<file path="src/rtl/palette_load_ctrl.sv">
`default_nettype none
// ============================================================================
// Module   : palette_load_ctrl
// Purpose  : Copies a block of 1..512 bytes from GPU RAM into the text or
//            graphics palette RAM via the mixer's palette host port.
//            Transfers can optionally wait for a vsync rising edge first, and
//            CPU palette writes always take priority over engine writes.
// Ports    : clk, rst_n                   - clock, async active-low reset
//            cfg_wr/cfg_addr/cfg_data     - config register write port
//            vs_in                        - vertical sync (active-high)
//            mem_rd_req/mem_addr          - GPU RAM read request / address
//            mem_rd_ack/mem_rd_data       - GPU RAM one-cycle ack / data
//            host_wrena_in/addr_in/data_in- CPU palette write path
//            pal_wrena/pal_addr/pal_data  - registered palette write out
//            busy, done                   - status (done is a 1-cycle pulse)
// Revision : 1.0 - initial release
// ============================================================================
module palette_load_ctrl #(
    parameter logic [19:0] TXT_PALETTE_ADDR = 20'h04000,
    parameter logic [19:0] GFX_PALETTE_ADDR = 20'h04200
) (
    input  logic        clk,
    input  logic        rst_n,
    input  logic        cfg_wr,
    input  logic [1:0]  cfg_addr,
    input  logic [7:0]  cfg_data,
    input  logic        vs_in,
    output logic        mem_rd_req,
    output logic [15:0] mem_addr,
    input  logic        mem_rd_ack,
    input  logic [7:0]  mem_rd_data,
    input  logic        host_wrena_in,
    input  logic [19:0] host_addr_in,
    input  logic [7:0]  host_data_in,
    output logic        pal_wrena,
    output logic [19:0] pal_addr,
    output logic [7:0]  pal_data,
    output logic        busy,
    output logic        done
);

    typedef enum logic [2:0] {
        S_IDLE    = 3'd0,
        S_WAIT_VS = 3'd1,
        S_READ    = 3'd2,
        S_WRITE   = 3'd3,
        S_DONE    = 3'd4
    } state_t;

    state_t r_state;
    state_t w_next;

    // Config registers (visible to the CPU)
    logic [15:0] r_src_cfg;
    logic [8:0]  r_len_cfg;
    logic        r_dest_cfg;
    logic        r_wait_cfg;

    // Working copies used by the running transfer
    logic [15:0] r_wsrc;
    logic [8:0]  r_len;
    logic        r_dest;
    logic [8:0]  r_off;
    logic [7:0]  r_data;

    logic        r_vs;
    logic        r_vs_low_seen;
    logic        r_pal_wrena;
    logic [19:0] r_pal_addr;
    logic [7:0]  r_pal_data;

    logic        w_cfg3;
    logic        w_start;
    logic        w_abort;
    logic        w_eng_wr;
    logic        w_last;
    logic        w_vs_edge;
    logic [19:0] w_base;
    logic [19:0] w_eng_addr;
    logic        w_unused;

    assign w_cfg3     = cfg_wr && (cfg_addr == 2'd3);
    assign w_start    = w_cfg3 && cfg_data[2];
    assign w_abort    = w_cfg3 && cfg_data[4];
    // Engine write only goes out on a cycle the CPU leaves the port free
    assign w_eng_wr   = (r_state == S_WRITE) && !host_wrena_in && !w_abort;
    assign w_last     = (r_off == r_len);
    // Only an edge whose low phase was observed inside WAIT_VS counts, so a
    // vsync level that was already high on entry is ignored.
    assign w_vs_edge  = (r_state == S_WAIT_VS) && r_vs && r_vs_low_seen;
    assign w_base     = r_dest ? GFX_PALETTE_ADDR : TXT_PALETTE_ADDR;
    assign w_eng_addr = w_base + {11'd0, r_off};
    assign w_unused   = &{1'b0, cfg_data[7:5]};

    // ------------------------------------------------------------------
    // FSM state register
    // ------------------------------------------------------------------
    always_ff @(posedge clk or negedge rst_n) begin
        if (!rst_n) begin
            r_state <= S_IDLE;
        end else begin
            r_state <= w_next;
        end
    end

    // ------------------------------------------------------------------
    // FSM next state and state-decoded outputs
    // ------------------------------------------------------------------
    always_comb begin
        w_next     = r_state;
        busy       = (r_state != S_IDLE);
        done       = (r_state == S_DONE);
        mem_rd_req = (r_state == S_READ);
        case (r_state)
            S_IDLE: begin
                if (w_start) begin
                    w_next = cfg_data[3] ? S_WAIT_VS : S_READ;
                end
            end
            S_WAIT_VS: begin
                if (w_vs_edge) begin
                    w_next = S_READ;
                end
            end
            S_READ: begin
                if (mem_rd_ack) begin
                    w_next = S_WRITE;
                end
            end
            S_WRITE: begin
                if (w_eng_wr) begin
                    w_next = w_last ? S_DONE : S_READ;
                end
            end
            S_DONE: begin
                w_next = S_IDLE;
            end
            default: begin
                w_next = S_IDLE;
            end
        endcase
        // Abort overrides everything, including an ack in the same cycle
        if (w_abort && (r_state != S_IDLE) && (r_state != S_DONE)) begin
            w_next = S_DONE;
        end
    end

    // ------------------------------------------------------------------
    // Datapath
    // ------------------------------------------------------------------
    always_ff @(posedge clk or negedge rst_n) begin
        if (!rst_n) begin
            r_src_cfg     <= 16'd0;
            r_len_cfg     <= 9'd0;
            r_dest_cfg    <= 1'b0;
            r_wait_cfg    <= 1'b0;
            r_wsrc        <= 16'd0;
            r_len         <= 9'd0;
            r_dest        <= 1'b0;
            r_off         <= 9'd0;
            r_data        <= 8'd0;
            r_vs          <= 1'b0;
            r_vs_low_seen <= 1'b0;
            r_pal_wrena   <= 1'b0;
            r_pal_addr    <= 20'd0;
            r_pal_data    <= 8'd0;
        end else begin
            if (cfg_wr) begin
                case (cfg_addr)
                    2'd0: r_src_cfg[7:0]  <= cfg_data;
                    2'd1: r_src_cfg[15:8] <= cfg_data;
                    2'd2: r_len_cfg[7:0]  <= cfg_data;
                    default: begin
                        r_len_cfg[8] <= cfg_data[0];
                        r_dest_cfg   <= cfg_data[1];
                        r_wait_cfg   <= cfg_data[3];
                    end
                endcase
            end

            // The start write itself carries dest/wait_vs/len_m1[8], so take
            // those bits straight from the bus rather than the old register.
            if ((r_state == S_IDLE) && w_start) begin
                r_wsrc <= r_src_cfg;
                r_len  <= {cfg_data[0], r_len_cfg[7:0]};
                r_dest <= cfg_data[1];
                r_off  <= 9'd0;
            end

            if ((r_state == S_READ) && mem_rd_ack && !w_abort) begin
                r_data <= mem_rd_data;
            end

            if (w_eng_wr) begin
                r_wsrc <= r_wsrc + 16'd1;
                r_off  <= r_off + 9'd1;
            end

            r_vs          <= vs_in;
            r_vs_low_seen <= (r_state == S_WAIT_VS) ? (r_vs_low_seen | ~r_vs) : 1'b0;

            r_pal_wrena <= host_wrena_in | w_eng_wr;
            if (host_wrena_in) begin
                r_pal_addr <= host_addr_in;
                r_pal_data <= host_data_in;
            end else if (w_eng_wr) begin
                r_pal_addr <= w_eng_addr;
                r_pal_data <= r_data;
            end
        end
    end

    assign mem_addr  = r_wsrc;
    assign pal_wrena = r_pal_wrena;
    assign pal_addr  = r_pal_addr;
    assign pal_data  = r_pal_data;

endmodule
`default_nettype wire

</file>
<file path="config.mk">
export PLATFORM = sky130hd
export DESIGN_NAME = palette_load_ctrl
export DESIGN_NICKNAME = d
export VERILOG_FILES = /design/src/rtl/palette_load_ctrl.sv
export SDC_FILE = /design/constraint.sdc
export NUM_CORES = 1
export LEC_CHECK = 0
export ABC_AREA = 0
export CELL_PAD_IN_SITES_DETAIL_PLACEMENT = 1
export CELL_PAD_IN_SITES_GLOBAL_PLACEMENT = 2
export CORE_ASPECT_RATIO = 0.5
export CORE_MARGIN = 1.5
export CORE_UTILIZATION = 35
export CTS_CLUSTER_SIZE = 12
export DETAILED_ROUTE_END_ITERATION = 6
export HOLD_SLACK_MARGIN = 0.12
export PLACE_DENSITY_LB_ADDON = 0.1
export SETUP_SLACK_MARGIN = 0.2
export SYNTH_ARGS = -nofsm -noshare
export SYNTH_HDL_FRONTEND = slang
export SYNTH_SLANG_ARGS = --single-unit
</file>
<file path="constraint.sdc">
create_clock -name clk -period 5.31 [get_ports clk]
set_clock_uncertainty 0.15 [all_clocks]
set_input_delay 0.7965 -clock clk [delete_from_list [all_inputs] [get_ports clk]]
set_output_delay 0.7965 -clock clk [all_outputs]
set_load 0.01 [all_outputs]
</file>
Yosys cells after proc, flatten, opt, wreduce, memory -nomap -nowiden
Index checks and enable logic that the tools add are counted.
Storage, ports and cells
  register bits: 101
  input bits: 52
  output and inout port bits: 48
  word-level logic and storage cells: 74
Cells by class
  $add $sub $neg: 3
  equality and inequality tests: 13
  mux-type cells: 18
  bitwise logic cells: 3
  reductions and logical operators: 23
Operators with widths (count)
  20-bit two-way mux: 2
  16-bit two-way mux: 2
  3-bit two-way mux: 6
  9-bit two-way mux: 2
  15-bit by 9-bit adder with 16-bit output: 1
  16-bit by 1-bit adder with 16-bit output (second input constant): 1
  8-bit two-way mux: 2
  1-bit logical AND: 12
  3-bit case mux with 4 select lines: 1
  10-bit two-way mux: 1
  9-bit by 1-bit adder with 9-bit output (second input constant): 1
  9-bit equality test: 1
  3-bit by 2-bit equality test with 1-bit output (second input constant): 2
  3-bit by 2-bit inequality test with 1-bit output (second input constant): 2
  3-bit inequality test (second input constant): 2
  2-bit AND reduction: 3
  2-bit equality test (second input constant): 2
  4-bit AND reduction: 1
  2-bit nonzero test: 2
  3-bit by 1-bit equality test with 1-bit output (second input constant): 1
  3-bit equality test (second input constant): 1
  3-bit zero test: 1
  3-bit by 1-bit inequality test with 1-bit output (second input constant): 1
  3-bit nonzero test: 1
  7 further kinds: 9

Depth between registers and ports, before layout
  depth after elaboration: 8
  mapped depth: 8
  depth with buffers taken out: 5

Worst setup path before layout
OpenSTA, ideal clock, no wires.
  path type: in2reg
  start: input port cfg_data[2]
  end: register r_wsrc[8], in the netlist mem_addr[8]
  library setup time: 126 ps
  arrival time: 2154 ps
  required time: 5034 ps
  path slack: 2880 ps
  cell stages on the path: 5
  buffers on the path: 1
  cells stage by stage: or3b_4 > or3_1 > buf_2 > mux2_2 > a221o_1
Between the ends
  longest elaborated chain between the ends: 3
RTL lines
  start, declared: line 26  | input logic [7:0] cfg_data,
  1-bit logical AND: line 83  | assign w_start = w_cfg3 && cfg_data[2];
  1-bit logical AND: line 183  | if ((r_state == S_IDLE) && w_start) begin
  2-bit nonzero test (no line)
  end signal, assigned: line 184  | r_wsrc <= r_src_cfg;
  end signal, assigned: line 195  | r_wsrc <= r_wsrc + 16'd1;
  end, declared: line 60  | logic [15:0] r_wsrc;
Every way passes these cells.
A chain may end at the register's enable or synchronous reset.

Worst setup path in the final report
  start: input port host_wrena_in
  end: register r_wsrc[12], in the netlist mem_addr[12]
Between the ends
  longest elaborated chain between the ends: 4
  elaborated cells between the ends (all ways): 5
  classes of those cells: mux (1); reduce/logical (4)
RTL lines
  start, declared: line 32  | input logic host_wrena_in,
  1-bit zero test (*): line 86  | assign w_eng_wr = (r_state == S_WRITE) && !host_wrena_in && !w_abort;
  1-bit logical AND (*) (2 in series): line 86
  16-bit two-way mux / 2-bit nonzero test (equally long branches)
Every way passes the cells marked *; elsewhere a longest branch is shown, timed or not.

==> flow_metrics.env <==
export IMPL_outcome="finished, final reports clean"
export IMPL_max_slew_worst_pin_slew_ps=869
export IMPL_synth_cell_types=48
export IMPL_synth_edff_count=0
export IMPL_post_cts_buffers=0
export IMPL_fin_crit_ps=3210
export IMPL_yosysWarningCount=0
export IMPL_cp_top_family="simple AND/OR/NAND/NOR gates"
export IMPL_synth_fp_nets=502
export IMPL_power_share_combinational=0.292
export IMPL_die_x_um=168
export IMPL_post_route_period_util=0.604
export IMPL_most_common_layout_cells="sky130_fd_sc_hd__dfrtp_1 (101), sky130_fd_sc_hd__clkdlybuf4s50_1 (97), sky130_fd_sc_hd__nand2_1 (78)"
export IMPL_post_synth_fa_ha_maj_area_fraction=0.00527
export IMPL_finish_net_count=590
export IMPL_netSwitchingPower_uw=842
export IMPL_maxSlewViolCount=0
export IMPL_total_power_consumption_of_the_routed_design_mw=2.57
export IMPL_synth_area_mux_share=0.142
export IMPL_rr_startpoint="r_state[1]"
export IMPL_holdPathStages=2
export IMPL_io_pin_count=100
export IMPL_pin_count_of_the_biggest_net_entering_global_routing=64
export IMPL_layout_cells_most_common="sky130_fd_sc_hd__dfrtp_1"
export IMPL_worst_relative_slew_slack=0.421
export IMPL_final_setup_viol_count=0
export IMPL_synthesis_area_sq_um=4750
export IMPL_cts_root_buffer_cell="sky130_fd_sc_hd__clkbuf_16"
export IMPL_peakVddDrop_mv=0.173
export IMPL_powerDensity_nw_per_um2=419
export IMPL_ctsHoldBuffers=0
export IMPL_cts_tree="built"
export IMPL_drt_vias_per_instance=5.26
export IMPL_setup_repair_after_global_routing_missed_its_margin="false"
export IMPL_crit_required_ps=5430
export IMPL_final_hold_viol_count=0
export IMPL_worst_r2r_endpoint="mem_addr[12]"
export IMPL_worst_setup_path_end_kind="flip-flop"
export IMPL_holdCritPathClass="flip-flop to flip-flop"
export IMPL_postPlaceCellArea_sq_um=5860
export IMPL_synth_compound_gate_area_share=0.105
export IMPL_ff2ff_path_depth=5
export IMPL_dieArea_sq_um=14300
export IMPL_worst_path_largest_cell_delay_ps=750
export IMPL_routed_wl_mm=12.9
export IMPL_share_seq_of_total_power=0.464
export IMPL_diodes=0
export IMPL_ctsLongestPathBuffers=2
export IMPL_numCtsBuffers=9
export IMPL_globalRouteTotalUtil=0.195
export IMPL_detail_route_first_pass_iterations=4
export IMPL_floorplan_initialDensity=0.366
export IMPL_tns_ps=0
export IMPL_hold_path_endpoint="r_len[7]"
export IMPL_max_clock_freq_ghz=0.312
export IMPL_clock_sinks=101
export IMPL_cts_htree_levels=3
export IMPL_routabilityCongestion=0.792
export IMPL_number_of_gates_resized_after_cts=0
export IMPL_dp_hpwl_mm=8.91
export IMPL_grt_antenna_before_repair=0
export IMPL_grt_pass1_vias=3808
export IMPL_largest_driver_fanout_on_the_critical_path=58
export IMPL_synth_area_per_cell_sq_um=10.6
export IMPL_clkLatencyLatePin_ps=340
export IMPL_synth_ff_type="sky130_fd_sc_hd__dfrtp_1"
export IMPL_place_port_buffers=99
export IMPL_cell_rows=29
export IMPL_power_leakage_nw=2.67
export IMPL_path_cells="buf_2 > nand3b_1 > nor2_2 > buf_4 > mux2_2 > o21ai_0"
export IMPL_share_clk_of_total_power=0.245
export IMPL_area_growth_pct=29.4
export IMPL_critical_path_class="input pin to flip-flop"
export IMPL_routed_wire_length_per_instance_um=18.2
export IMPL_ys_ff_latch=101
export IMPL_global_route_overflow_total=0
export IMPL_final_design_area_no_fill_sq_um=6140
export IMPL_floorplan_die_height_um=85.3
export IMPL_xor_xnor_portion_of_the_synthesized_cell_area=0.0185
export IMPL_ys_seq_area_frac=0.533
export IMPL_postRouteAntennaNets=0
export IMPL_start_kind="input pin"
export IMPL_worst_ep_arrival_time_ps=3320
export IMPL_design_core_area_sq_um=13000
export IMPL_power_share_switching=0.327
export IMPL_detailed_router_s_first_iteration_violation_count=251
export IMPL_cap_violations=0
export IMPL_r2r_slack_ps=2540
export IMPL_synth_simple_gate_area_frac=0.164
export IMPL_drc=0
export IMPL_syn_inst=448
export IMPL_synthArstFlopShare=1.00
export IMPL_grt_first_pass_wirelength_mm=21.7
export IMPL_drive_above_1_share=0.116
export IMPL_cp_buffers_inverters=2
export IMPL_clk_pin_slew_ps=70
export IMPL_p_int_mw=1.73
export IMPL_largest_family_of_logic_cells_by_synthesized_area="simple AND/OR/NAND/NOR gates"
export IMPL_hold_path_startpoint="r_len_cfg[7]"
export IMPL_cpMaxStageDelayCell="sky130_fd_sc_hd__nor2_2"
export IMPL_vias=3738
## kinds of logic after synthesis
| group | Yosys count |
|---|---|
| simple gates | 158 |
| flops | 101 |
| compound gates | 77 |
| mux | 63 |
| fa+ha+maj | 2 |
| xor+xnor | 10 |
| buf+inv | 37 |
## synthesized netlist by cell type, drive strengths merged (3+ instances only)
| cell | instances | area [sq um] |
|---|---|---|
| a22o | 3 | 26.3 |
| or3 | 3 | 18.8 |
| nand3 | 12 | 60.1 |
| o21ai | 37 | 185 |
| nor2b | 3 | 18.8 |
| nand4 | 8 | 50.1 |
| xnor2 | 9 | 78.8 |
| a221o | 4 | 40.0 |
| clkbuf | 16 | 60.1 |
| nor2 | 9 | 36.3 |
| inv | 11 | 41.3 |
| nand2 | 78 | 293 |
| and4 | 4 | 35.0 |
| a21o | 3 | 22.5 |
| buf | 10 | 52.6 |
| mux2i | 28 | 280 |
| mux2 | 35 | 394 |
| and3 | 4 | 25.0 |
| nor4 | 7 | 43.8 |
| a32oi | 6 | 52.6 |
| nand2b | 3 | 18.8 |
| dfrtp | 101 | 2530 |
| nor3 | 13 | 65.1 |
| a21oi | 8 | 40.0 |
| nand3b | 4 | 30.0 |
## power groups by stage
stage | registers, mW | logic (mW) | clock network [mW]
global placement | 1.21 | 0.743 | 0
floorplan | 1.17 | 0.397 | 0
finish | 1.19 | 0.751 | 0.629
global route | 1.23 | 0.830 | 0.671
detailed placement | 1.21 | 0.759 | 0
CTS | 1.19 | 0.764 | 0.650
## per-layer routing
layer | part of all wire | up-vias | track usage | wire length (um)
met5 | 0 | - | 0 | 0
met4 | 0.0053 | 0 | 0.0319 | 69
met3 | 0.039 | 9 | 0.0429 | 504
met2 | 0.40 | 91 | 0.274 | 5190
met1 | 0.55 | 1850 | 0.307 | 7160
li1 | - | 1788 | - | -
## layout make-up
cell class | count | area, sq um
inverter | 11 | 41.3
clock buffer | 12 | 246
timing repair buffer | 103 | 1010
fill | 1421 | 6810
sequential | 101 | 2530
tap | 170 | 213
multi-input combinational | 310 | 2070
clock inverter | 4 | 32.5
## worst max-delay path by stage
stage / cells past startpoint / end / slack, ps / start
2_1_floorplan: 5 / mem_addr[8] / 2880 / cfg_data[2]
3_5_place_dp: 6 / mem_addr[12] / 1750 / host_wrena_in
4_1_cts: 6 / mem_addr[12] / 2090 / host_wrena_in
6_report: 6 / mem_addr[12] / 2100 / host_wrena_in
5_1_grt: 6 / mem_addr[12] / 1860 / host_wrena_in
3_3_place_gp: 6 / mem_addr[12] / 1800 / host_wrena_in
## worst min-delay path: stages (launching register included)
cell and delay [ps]:
sky130_fd_sc_hd__dfrtp_1 340, sky130_fd_sc_hd__nand2_1 50, sky130_fd_sc_hd__nand2_1 50
## metrics by stage
stage	hold WS [ps]	setup slack [ps]	cells	util
floorplan	283	2880	448	-
CTS	320	2090	711	0.474
finish	319	2100	711	0.474
global route	345	1860	711	0.474
global placement	301	1800	695	0.453
detailed placement	303	1750	695	0.453
## flip-flops by register name, summed over array words and instances, names as in the netlist
signal and count:
r_len_cfg 8, pal_data 8, pal_addr 20, pal_wrena 1
r_state 3, r_off 9, r_dest 1, r_data 8
r_src_cfg 16, r_vs_low_seen 1, r_len 9, r_vs 1
mem_addr 16
Note: power is estimated with default switching activity, not from simulation.
